`config.mk`:
```
export PLATFORM = sky130hd
export DESIGN_NAME = slot_controller
export DESIGN_NICKNAME = d
export VERILOG_FILES = /design/src/rtl/sextium_pkg.sv /design/src/rtl/slot_controller_div_delay.sv /design/src/rtl/slot_controller.sv
export SDC_FILE = /design/constraint.sdc
export NUM_CORES = 1
export LEC_CHECK = 0
export CELL_PAD_IN_SITES_DETAIL_PLACEMENT = 1
export CELL_PAD_IN_SITES_GLOBAL_PLACEMENT = 1
export CORE_MARGIN = 2
export CORE_UTILIZATION = 33
export CTS_CLUSTER_SIZE = 25
export DETAILED_ROUTE_END_ITERATION = 16
export GPL_ROUTABILITY_DRIVEN = 0
export PLACE_DENSITY = 0.8
export SKIP_CTS_REPAIR_TIMING = 1
export SLEW_MARGIN = 20
export SYNTH_ARGS = -nofsm -noshare
export SYNTH_HDL_FRONTEND = slang
export SYNTH_SLANG_ARGS = --single-unit
```
`constraint.sdc`:
```
create_clock -name clock -period 4.35 [get_ports clock]
set_clock_uncertainty 0.2 [all_clocks]
set_input_delay 0.87 -clock clock [delete_from_list [all_inputs] [get_ports clock]]
set_output_delay 0.87 -clock clock [all_outputs]
set_load 0.005 [all_outputs]
```
`src/rtl/sextium_pkg.sv`:
```
// Shared definitions for the Sextium CPU control path and datapath.
// Holds the 4-bit opcode map (Sextium encoding 0-13 plus HALT and the
// reserved illegal opcode), the controller state enum and the encodings of
// every datapath select driven by slot_controller.
package sextium_pkg;

    // Opcodes 0-13 keep the original Sextium encoding.
    localparam logic [3:0] OP_NOP     = 4'd0;
    localparam logic [3:0] OP_SYSCALL = 4'd1;
    localparam logic [3:0] OP_LOAD    = 4'd2;
    localparam logic [3:0] OP_STORE   = 4'd3;
    localparam logic [3:0] OP_SWAPA   = 4'd4;
    localparam logic [3:0] OP_SWAPD   = 4'd5;
    localparam logic [3:0] OP_BRANCHZ = 4'd6;
    localparam logic [3:0] OP_BRANCHN = 4'd7;
    localparam logic [3:0] OP_JUMP    = 4'd8;
    localparam logic [3:0] OP_CONST   = 4'd9;
    localparam logic [3:0] OP_ADD     = 4'd10;
    localparam logic [3:0] OP_SUB     = 4'd11;
    localparam logic [3:0] OP_MUL     = 4'd12;
    localparam logic [3:0] OP_DIV     = 4'd13;
    localparam logic [3:0] OP_HALT    = 4'd14;
    localparam logic [3:0] OP_ILLEGAL = 4'd15;

    typedef enum logic [2:0] {
        ST_FETCH,
        ST_DECODE,
        ST_IOWAIT,
        ST_DIVWAIT,
        ST_HALT
    } state_t;

    // Memory address source
    localparam logic SELADDR_PC = 1'b0;
    localparam logic SELADDR_AR = 1'b1;

    // ACC write-back source
    localparam logic [1:0] SELACC_MEM  = 2'd0;
    localparam logic [1:0] SELACC_IO   = 2'd1;
    localparam logic [1:0] SELACC_SWAP = 2'd2;
    localparam logic [1:0] SELACC_ALU  = 2'd3;

    // Register exchanged with ACC
    localparam logic SELSWAP_AR = 1'b0;
    localparam logic SELSWAP_DR = 1'b1;

    // PC next-value muxes
    localparam logic SELPC1_NEXT = 1'b0;
    localparam logic SELPC1_REG  = 1'b1;
    localparam logic SELPC2_AR   = 1'b0;
    localparam logic SELPC2_ACC  = 1'b1;

    // ALU operation
    localparam logic [1:0] ALU_ADD = 2'd0;
    localparam logic [1:0] ALU_SUB = 2'd1;
    localparam logic [1:0] ALU_MUL = 2'd2;
    localparam logic [1:0] ALU_DIV = 2'd3;

endpackage

```
`src/rtl/slot_controller_div_delay.sv`:
```
// div_delay: loadable down-counter timing the multi-cycle divide.
//   clock, reset      : clock, synchronous active-low reset
//   load, load_value  : load the counter (dominates counting)
//   done              : counter is zero
// The counter counts down by one per cycle while nonzero and rests at zero.
module div_delay #(
    parameter int LATENCY = 3,
    parameter int CW      = $clog2(LATENCY + 1)
) (
    input  logic          clock,
    input  logic          reset,
    input  logic          load,
    input  logic [CW-1:0] load_value,
    output logic          done
);

    logic [CW-1:0] count;

    // NOTE: sequential state is written only with non-blocking assignments so
    // every flop samples the pre-edge values of the others.
    always_ff @(posedge clock) begin
        if (!reset) begin
            count <= '0;
        end else if (load) begin
            count <= load_value;
        end else if (count != '0) begin
            count <= count - CW'(1);
        end
    end

    assign done = (count == '0);

endmodule

```
`src/rtl/slot_controller.sv`:
```
// slot_controller: control FSM for the Sextium CPU datapath.
// Fetches one instruction word of SLOTS packed opcodes and executes the slots
// in order, driving every datapath select/enable.
//   clock, reset             : clock, synchronous active-low reset
//   insn                     : opcode of the slot selected by curinsn
//   accz, accn               : ACC zero / negative flags
//   iobusy                   : IO unit busy
//   mem_ack                  : memory completes the current access this cycle
//   mem_read .. diven        : datapath strobes (combinational)
//   seladdr .. aluinsn       : datapath selects (combinational)
//   curinsn, halted, illegal : registered slot index and stop status
module slot_controller
    import sextium_pkg::*;
#(
    parameter int SLOTS       = 4,
    parameter int SW          = $clog2(SLOTS),
    parameter int DIV_LATENCY = 3
) (
    input  logic          clock,
    input  logic          reset,
    input  logic [3:0]    insn,
    input  logic          accz,
    input  logic          accn,
    input  logic          iobusy,
    input  logic          mem_ack,
    output logic          mem_read,
    output logic          mem_write,
    output logic          ir_write,
    output logic          pc_write,
    output logic          acc_write,
    output logic          doswap,
    output logic          runio,
    output logic          diven,
    output logic          seladdr,
    output logic [1:0]    selacc,
    output logic          selswap,
    output logic          selpc1,
    output logic          selpc2,
    output logic [1:0]    aluinsn,
    output logic [SW-1:0] curinsn,
    output logic          halted,
    output logic          illegal
);

    localparam int            CW       = $clog2(DIV_LATENCY + 1);
    localparam logic [CW-1:0] DIV_LOAD = CW'(DIV_LATENCY - 1);

    state_t        state, state_next;
    logic [SW-1:0] slot_next;
    logic          halted_next, illegal_next;
    logic          div_load, div_done;
    logic          last_slot;

    div_delay #(.LATENCY(DIV_LATENCY), .CW(CW)) u_div_delay (
        .clock      (clock),
        .reset      (reset),
        .load       (div_load),
        .load_value (DIV_LOAD),
        .done       (div_done)
    );

    assign last_slot = (curinsn == SW'(SLOTS - 1));

    // State register
    always_ff @(posedge clock) begin
        if (!reset) begin
            state   <= ST_FETCH;
            curinsn <= '0;
            halted  <= 1'b0;
            illegal <= 1'b0;
        end else begin
            state   <= state_next;
            curinsn <= slot_next;
            halted  <= halted_next;
            illegal <= illegal_next;
        end
    end

    // Next-state logic. "Advance" relies on SLOTS being a power of two: the
    // slot increment wraps to 0 exactly when the word is exhausted, so FETCH
    // is always entered with curinsn=0.
    always_comb begin
        // NOTE: every signal assigned here gets a default first so no path
        // leaves it unassigned and no latch is inferred.
        state_next   = state;
        slot_next    = curinsn;
        halted_next  = halted;
        illegal_next = illegal;
        div_load     = 1'b0;

        unique case (state)
            ST_FETCH: begin
                if (mem_ack) begin
                    state_next = ST_DECODE;
                    slot_next  = '0;
                end
            end

            ST_DECODE: begin
                unique case (insn)
                    OP_NOP, OP_SWAPA, OP_SWAPD, OP_ADD, OP_SUB, OP_MUL: begin
                        state_next = last_slot ? ST_FETCH : ST_DECODE;
                        slot_next  = curinsn + SW'(1);
                    end
                    OP_LOAD, OP_STORE, OP_CONST: begin
                        if (mem_ack) begin
                            state_next = last_slot ? ST_FETCH : ST_DECODE;
                            slot_next  = curinsn + SW'(1);
                        end
                    end
                    OP_BRANCHZ, OP_BRANCHN: begin
                        if ((insn == OP_BRANCHZ) ? accz : accn) begin
                            state_next = ST_FETCH;
                            slot_next  = '0;
                        end else begin
                            state_next = last_slot ? ST_FETCH : ST_DECODE;
                            slot_next  = curinsn + SW'(1);
                        end
                    end
                    OP_JUMP: begin
                        state_next = ST_FETCH;
                        slot_next  = '0;
                    end
                    OP_SYSCALL: state_next = ST_IOWAIT;
                    OP_DIV: begin
                        state_next = ST_DIVWAIT;
                        div_load   = 1'b1;
                    end
                    OP_HALT: begin
                        state_next  = ST_HALT;
                        halted_next = 1'b1;
                    end
                    default: begin
                        state_next   = ST_HALT;
                        halted_next  = 1'b1;
                        illegal_next = 1'b1;
                    end
                endcase
            end

            ST_IOWAIT: begin
                if (!iobusy) begin
                    state_next = last_slot ? ST_FETCH : ST_DECODE;
                    slot_next  = curinsn + SW'(1);
                end
            end

            ST_DIVWAIT: begin
                if (div_done) begin
                    state_next = last_slot ? ST_FETCH : ST_DECODE;
                    slot_next  = curinsn + SW'(1);
                end
            end

            ST_HALT: state_next = ST_HALT;

            default: state_next = ST_FETCH;
        endcase
    end

    // Output logic
    always_comb begin
        mem_read  = 1'b0;
        mem_write = 1'b0;
        ir_write  = 1'b0;
        pc_write  = 1'b0;
        acc_write = 1'b0;
        doswap    = 1'b0;
        runio     = 1'b0;
        diven     = 1'b0;
        seladdr   = SELADDR_PC;
        selacc    = SELACC_MEM;
        selswap   = SELSWAP_AR;
        selpc1    = SELPC1_NEXT;
        selpc2    = SELPC2_AR;
        aluinsn   = ALU_ADD;

        unique case (state)
            ST_FETCH: begin
                mem_read = 1'b1;
                seladdr  = SELADDR_PC;
                ir_write = mem_ack;
                pc_write = mem_ack;
            end

            ST_DECODE: begin
                unique case (insn)
                    OP_LOAD: begin
                        mem_read  = 1'b1;
                        seladdr   = SELADDR_AR;
                        selacc    = SELACC_MEM;
                        acc_write = mem_ack;
                    end
                    OP_STORE: begin
                        mem_write = 1'b1;
                        seladdr   = SELADDR_AR;
                    end
                    OP_CONST: begin
                        mem_read  = 1'b1;
                        seladdr   = SELADDR_PC;
                        selacc    = SELACC_MEM;
                        acc_write = mem_ack;
                        pc_write  = mem_ack;
                    end
                    OP_SWAPA, OP_SWAPD: begin
                        doswap    = 1'b1;
                        selacc    = SELACC_SWAP;
                        acc_write = 1'b1;
                        selswap   = (insn == OP_SWAPD) ? SELSWAP_DR : SELSWAP_AR;
                    end
                    OP_ADD, OP_SUB, OP_MUL: begin
                        selacc    = SELACC_ALU;
                        acc_write = 1'b1;
                        aluinsn   = (insn == OP_ADD) ? ALU_ADD :
                                    (insn == OP_SUB) ? ALU_SUB : ALU_MUL;
                    end
                    OP_BRANCHZ, OP_BRANCHN: begin
                        if ((insn == OP_BRANCHZ) ? accz : accn) begin
                            pc_write = 1'b1;
                            selpc1   = SELPC1_REG;
                            selpc2   = SELPC2_AR;
                        end
                    end
                    OP_JUMP: begin
                        pc_write = 1'b1;
                        selpc1   = SELPC1_REG;
                        selpc2   = SELPC2_ACC;
                    end
                    OP_SYSCALL: begin
                        runio  = 1'b1;
                        selacc = SELACC_IO;
                    end
                    OP_DIV: begin
                        aluinsn = ALU_DIV;
                        diven   = 1'b1;
                    end
                    default: ;  // NOP, HALT, illegal: no strobes
                endcase
            end

            ST_IOWAIT: begin
                selacc = SELACC_IO;
                runio  = iobusy;
            end

            ST_DIVWAIT: begin
                aluinsn   = ALU_DIV;
                selacc    = SELACC_ALU;
                diven     = 1'b1;
                acc_write = div_done;
            end

            default: ;  // HALT: everything stays at its default
        endcase
    end

endmodule

```
==> flow_metrics.tcl, run 1 <==
set metrics [dict create \
    max-vdd-ir-drop_uv 167.9 \
    ys_seq_area_frac 0.2140 \
    post-route-drc-count 0 \
    holdWs_ps 278.0 \
    cts_root_buffer "clkbuf_4" \
    vias 983 \
    max_freq_mhz 248.1 \
    cts_made_buffers 3 \
    layout_common_cells "clkdlybuf4s50_1, nand2_1, nor2_1" \
    whs_path_depth 1 \
    rsz0062_at_grt "false" \
    regToRegStartpoint "state[0]$_SDFFE_PN0P_" \
    syn_inst 120 \
    drv_cap 0 \
    cts_sinks 9 \
    hp-class "reg2reg" \
    grt_pass1_wl_um 4698 \
    criticalPathCategory "in2out" \
    worst_pin_slew_ps 558.6 \
    firstDrtPassIters 4 \
    syn_to_final_growth_pct 39.52 \
    critPathRequiredTime_ps 3280 \
    layout_commonest_cell "clkdlybuf4s50_1" \
    cts_htree_levels 1 \
    die_area_mm2 0.002972 \
    dp_hpwl_um 2139 \
    synth.avg_cell_area_um2 7.017 \
    min_period_over_period 0.9267 \
    nets 160 \
    clk_pin_slew_ps 70 \
    dp_slack_ps 343.1 \
    syn_nets 131 \
    layout_min_cycle_time_ps 4031 \
    hold_start "halted$_SDFFE_PN0P_" \
    antenna_cells 0 \
    r2r_end "curinsn[0]$_SDFFE_PN0P_" \
    finalNonFillerCells 178 \
    wirelength_um 2663 \
    crit_path_max_fanout 15 \
    start_util 0.3430 \
    hold_viol_final 0 \
    power.density_cell_area_mw_per_mm2 236.5 \
    wl_per_cell_um 14.96 \
    slew_headroom 0.6265 \
    cp-start-kind "primary input" \
    grtUsageTotal 0.2173 \
    clkLatencyLatePin_ps 260 \
    finalSetupViolCount 0 \
    die_w_um 54.52 \
    clockBufferDepth 2 \
    dpl.cell_count 174 \
    timing.setup.tns_ps 0 \
    cts_tree "done" \
    setup_ws_ps 318.7 \
    antenna_found_initial 0 \
    ys_ff_latch 9 \
    ys_warn_count 0 \
    io_pins 30 \
    r2r_cells 5 \
    final_max_slew_viol_count 0 \
    die_h_um 54.52 \
    ant_nets 0 \
    grt_overflow 0 \
    viasPerCell 5.522 \
    fp-row-count 18 \
    worst_ep_arrival_time_ps 2960 \
    crit_end "runio" \
    power_uw 277.8 \
    drt-initial-drc-count 15 \
    grt_pass1_vias 1020 \
    endpoint_kind "output port" \
    coreArea_mm2 0.002455 \
    leakagePower_nw 0.4353 \
    drive_gt1_frac 0.1014 \
    synthDistinctLibCells 42 \
    synth_area_um2 842.1 \
    grt_max_degree 16 \
    startpoint "insn[1]" \
    portBuffers 29 \
    reg2reg_setup_slack_ps 2290 \
    run_status "complete, no violations" \
]
## critical path, cell delays in order
cell	delay, ps
clkdlybuf4s50_1	700
nor2b_1	420
nand2_1	140
o32ai_1	280
clkdlybuf4s50_1	550
## final cells by class
class / instances / area (µm²)
Clock inverter: 1 / 5.005
Inverter: 6 / 22.52
Tap cell: 30 / 37.54
Timing Repair Buffer: 31 / 305.3
Clock buffer: 3 / 22.52
Multi-Input combinational cell: 98 / 601.8
Sequential cell: 9 / 180.2
Fill cell: 323 / 1280
## registers in the layout (all words and copies together), names as in the netlist
name / cells
state: 3
u_div_delay.count: 2
halted: 1
curinsn: 2
illegal: 1
## worst min path at each step
stage                               end  slack [ps]
global placement    halted$_SDFFE_PN0P_         250
global route        halted$_SDFFE_PN0P_         310
floorplan           halted$_SDFFE_PN0P_         260
detailed placement  halted$_SDFFE_PN0P_         260
CTS                 halted$_SDFFE_PN0P_         280
finish              halted$_SDFFE_PN0P_         280
## power by group
| part | total, mW | switching, mW | internal, mW |
|---|---|---|---|
| logic | 0.117 | 0.0597 | 0.0578 |
| registers | 0.0948 | 0.00801 | 0.0868 |
| clock network | 0.0655 | 0.0316 | 0.0340 |
| total | 0.278 | 0.0992 | 0.179 |
## synth_stat cells
cell type / instances / share of area
nor2b_1: 5 / 0.037
a31oi_1: 1 / 0.0074
xnor2_1: 1 / 0.010
a32oi_1: 1 / 0.010
clkbuf_1: 5 / 0.022
o22ai_1: 1 / 0.0074
a31oi_2: 1 / 0.015
a32o_1: 1 / 0.012
ha_1: 1 / 0.015
and2_1: 2 / 0.015
nand2b_1: 3 / 0.022
and3_2: 2 / 0.018
a221oi_1: 1 / 0.010
buf_4: 1 / 0.0089
o41ai_1: 1 / 0.010
o21a_1: 1 / 0.0089
o31a_1: 1 / 0.010
nand2_1: 17 / 0.076
nor3_1: 4 / 0.024
nor2_1: 14 / 0.062
nand4_1: 1 / 0.0074
or3_4: 1 / 0.013
inv_1: 6 / 0.027
o31ai_1: 1 / 0.0089
and4b_1: 1 / 0.012
mux2i_1: 2 / 0.024
o21ai_0: 7 / 0.042
o32ai_1: 1 / 0.010
nand3_2: 1 / 0.012
a211oi_2: 1 / 0.015
dfxtp_1: 9 / 0.21
buf_6: 1 / 0.013
a21o_1: 1 / 0.0089
nor3b_2: 2 / 0.030
nand3_1: 5 / 0.030
xor2_1: 1 / 0.010
mux2_1: 1 / 0.013
a21boi_0: 1 / 0.0089
o21ai_1: 1 / 0.0059
a31oi_4: 1 / 0.025
or3_1: 1 / 0.0074
a21oi_1: 10 / 0.059
## cells by family after synthesis
logic type	count (synthesis)	synth area share
AO/OA/AOI/OAI	33	0.2764
flip-flops	9	0.2140
AND/OR/NAND/NOR	59	0.3655
buffers and inverters	13	0.07133
multiplexers	3	0.03715
XOR/XNOR	2	0.02081
adder cells (fa/ha/maj)	1	0.01486
## routing by layer
layer,GRT usage,vias up,share of wire
li1,-,486,-
met1,0.2690,469,0.45
met2,0.3735,24,0.50
met3,0.04645,4,0.044
met4,0.06667,0,0.014
met5,0,-,0
## stage by stage
step	cell area, µm²	util
after global routing	1175	0.4786
after floorplan	842.1	-
final	1175	0.4786
after detailed placement	1147	0.4674
after global placement	1147	0.4674
after CTS	1175	0.4786
Note: power is estimated with default switching activity, not from simulation.
==> run 2, diff against run 1 <==
--- a/config.mk
+++ b/config.mk
@@ -13,7 +13,9 @@
 export DETAILED_ROUTE_END_ITERATION = 16
 export GPL_ROUTABILITY_DRIVEN = 0
 export PLACE_DENSITY = 0.8
+export RECOVER_POWER = 50
 export SKIP_CTS_REPAIR_TIMING = 1
+export SKIP_LAST_GASP = 1
 export SLEW_MARGIN = 20
 export SYNTH_ARGS = -nofsm -noshare
 export SYNTH_HDL_FRONTEND = slang
==> run 2 against run 1 <==
Via count rose by 0.10%. First-iteration DRC count up 13%. Die area did not move. Largest power group unchanged. Highest routed layer unchanged. Sequential cell count unchanged. Setup slack worse by 65 ps.
==> flow_metrics.tcl, run 2 (synthesis results as in run 1) <==
set metrics [dict create \
    run_status "complete, no violations" \
    cts_sinks 9 \
    nFillCells 324 \
    regMostFlops "state" \
    setup_ws_ps 253.5 \
    layout_commonest_cell "clkdlybuf4s50_1" \
    antenna_found_initial 0 \
    firstDrtPassIters 4 \
    die_h_um 54.52 \
    min_period_over_period 0.9417 \
    die_w_um 54.52 \
    grt_max_degree 16 \
    worst_pin_slew_ps 567.9 \
    criticalPathCategory "in2out" \
    post-route-drc-count 0 \
    critPathRequiredTime_ps 3280 \
    portBuffers 29 \
    grtUsageTotal 0.2173 \
    finalNonFillerCells 178 \
    start_util 0.3430 \
    power.density_cell_area_mw_per_mm2 235.2 \
    grt_pass1_vias 1020 \
    io_pins 30 \
    ant_nets 0 \
    finalSetupViolCount 0 \
    slew_headroom 0.6202 \
    max-vdd-ir-drop_uv 167.3 \
    hold_viol_final 0 \
    clk_pin_slew_ps 70 \
    wirelength_um 2685 \
    cp-start-kind "primary input" \
    largest_reg_flops 3 \
    drv_cap 0 \
    clkLatencyLatePin_ps 260 \
    crit_path_max_fanout 13 \
    nets 160 \
    wl_per_cell_um 15.08 \
    final_core_util 0.4766 \
    dp_slack_ps 343.1 \
    antenna_cells 0 \
    final_max_slew_viol_count 0 \
    viasPerCell 5.528 \
    dp_hpwl_um 2139 \
    drt-initial-drc-count 17 \
    dpl.cell_count 174 \
    leakagePower_nw 0.4483 \
    drive_gt1_frac 0.09459 \
    hp-class "reg2reg" \
    vias 984 \
    grt_overflow 0 \
    layout_common_cells "clkdlybuf4s50_1, nand2_1, nor2_1" \
    cts_made_buffers 3 \
    clockBufferDepth 2 \
    coreArea_mm2 0.002455 \
    die_area_mm2 0.002972 \
    max_freq_mhz 244.1 \
    endpoint_kind "output port" \
    timing.setup.tns_ps 0 \
    cts_htree_levels 1 \
    rsz0062_at_grt "false" \
    holdWs_ps 272.8 \
    worst_ep_arrival_time_ps 3030 \
    layout_min_cycle_time_ps 4097 \
    fp-row-count 18 \
    top_regs "state: 3 flops, curinsn: 2 flops, u_div_delay.count: 2 flops" \
    cts_root_buffer "clkbuf_4" \
    cts_tree "done" \
    grt_pass1_wl_um 4698 \
    syn_to_final_growth_pct 38.93 \
]
run 2: cell types whose count changed in the layout (fill, tap and decap cells not counted):
cell             before  now
dlygate4sd3_1         0    7
a211oi_1              0    1
a211oi_2              1    0
clkdlybuf4s50_1      29   22
run 2: per-layer routing:
layer / vias up / wire [µm] / track usage
li1: 485 / - / -
met3: 4 / 120 / 0.04645
met2: 24 / 1324 / 0.3735
met4: 0 / 36 / 0.06667
met1: 471 / 1204 / 0.2690
met5: - / 0 / 0
run 2: final timing paths:
| check | from | end | slack [ps] | cells after the start |
|---|---|---|---|---|
| max | insn[0] | runio | 250 | 5 |
| min | halted$_SDFFE_PN0P_ | halted$_SDFFE_PN0P_ | 270 | 1 |
| max reg2reg | state[1]$_SDFFE_PN0P_ | curinsn[0]$_SDFFE_PN0P_ | 2230 | 5 |
| min reg2reg | halted$_SDFFE_PN0P_ | halted$_SDFFE_PN0P_ | 270 | 1 |
run 2: where the power goes:
group	switching, mW	total [mW]	internal (mW)
clock network	0.0315	0.0655	0.0340
logic	0.0591	0.115	0.0558
registers	0.00790	0.0947	0.0868
run 2: through the flow:
stage / total power, mW / cell area [µm²]
detailed placement: 0.2140 / 1147
floorplan: 0.1649 / 842.1
global placement: 0.2106 / 1147
CTS: 0.2812 / 1175
global route: 0.2956 / 1170
finish: 0.2751 / 1170
run 2: area by class of cell:
| type | instances | area, µm² | area share |
|---|---|---|---|
| Clock inverter | 1 | 5.005 | 0.004278 |
| Clock buffer | 3 | 22.52 | 0.01925 |
| Timing Repair Buffer | 31 | 305.3 | 0.2610 |
| Sequential cell | 9 | 180.2 | 0.1540 |
| Tap cell | 30 | 37.54 | 0.03209 |
| Multi-Input combinational cell | 98 | 596.8 | 0.5102 |
| Inverter | 6 | 22.52 | 0.01925 |
run 2: worst max-delay path: stages:
cell and delay [ps]:
dlygate4sd3_1 820, nor2b_1 360, nand2_1 140, o32ai_1 270
clkdlybuf4s50_1 550
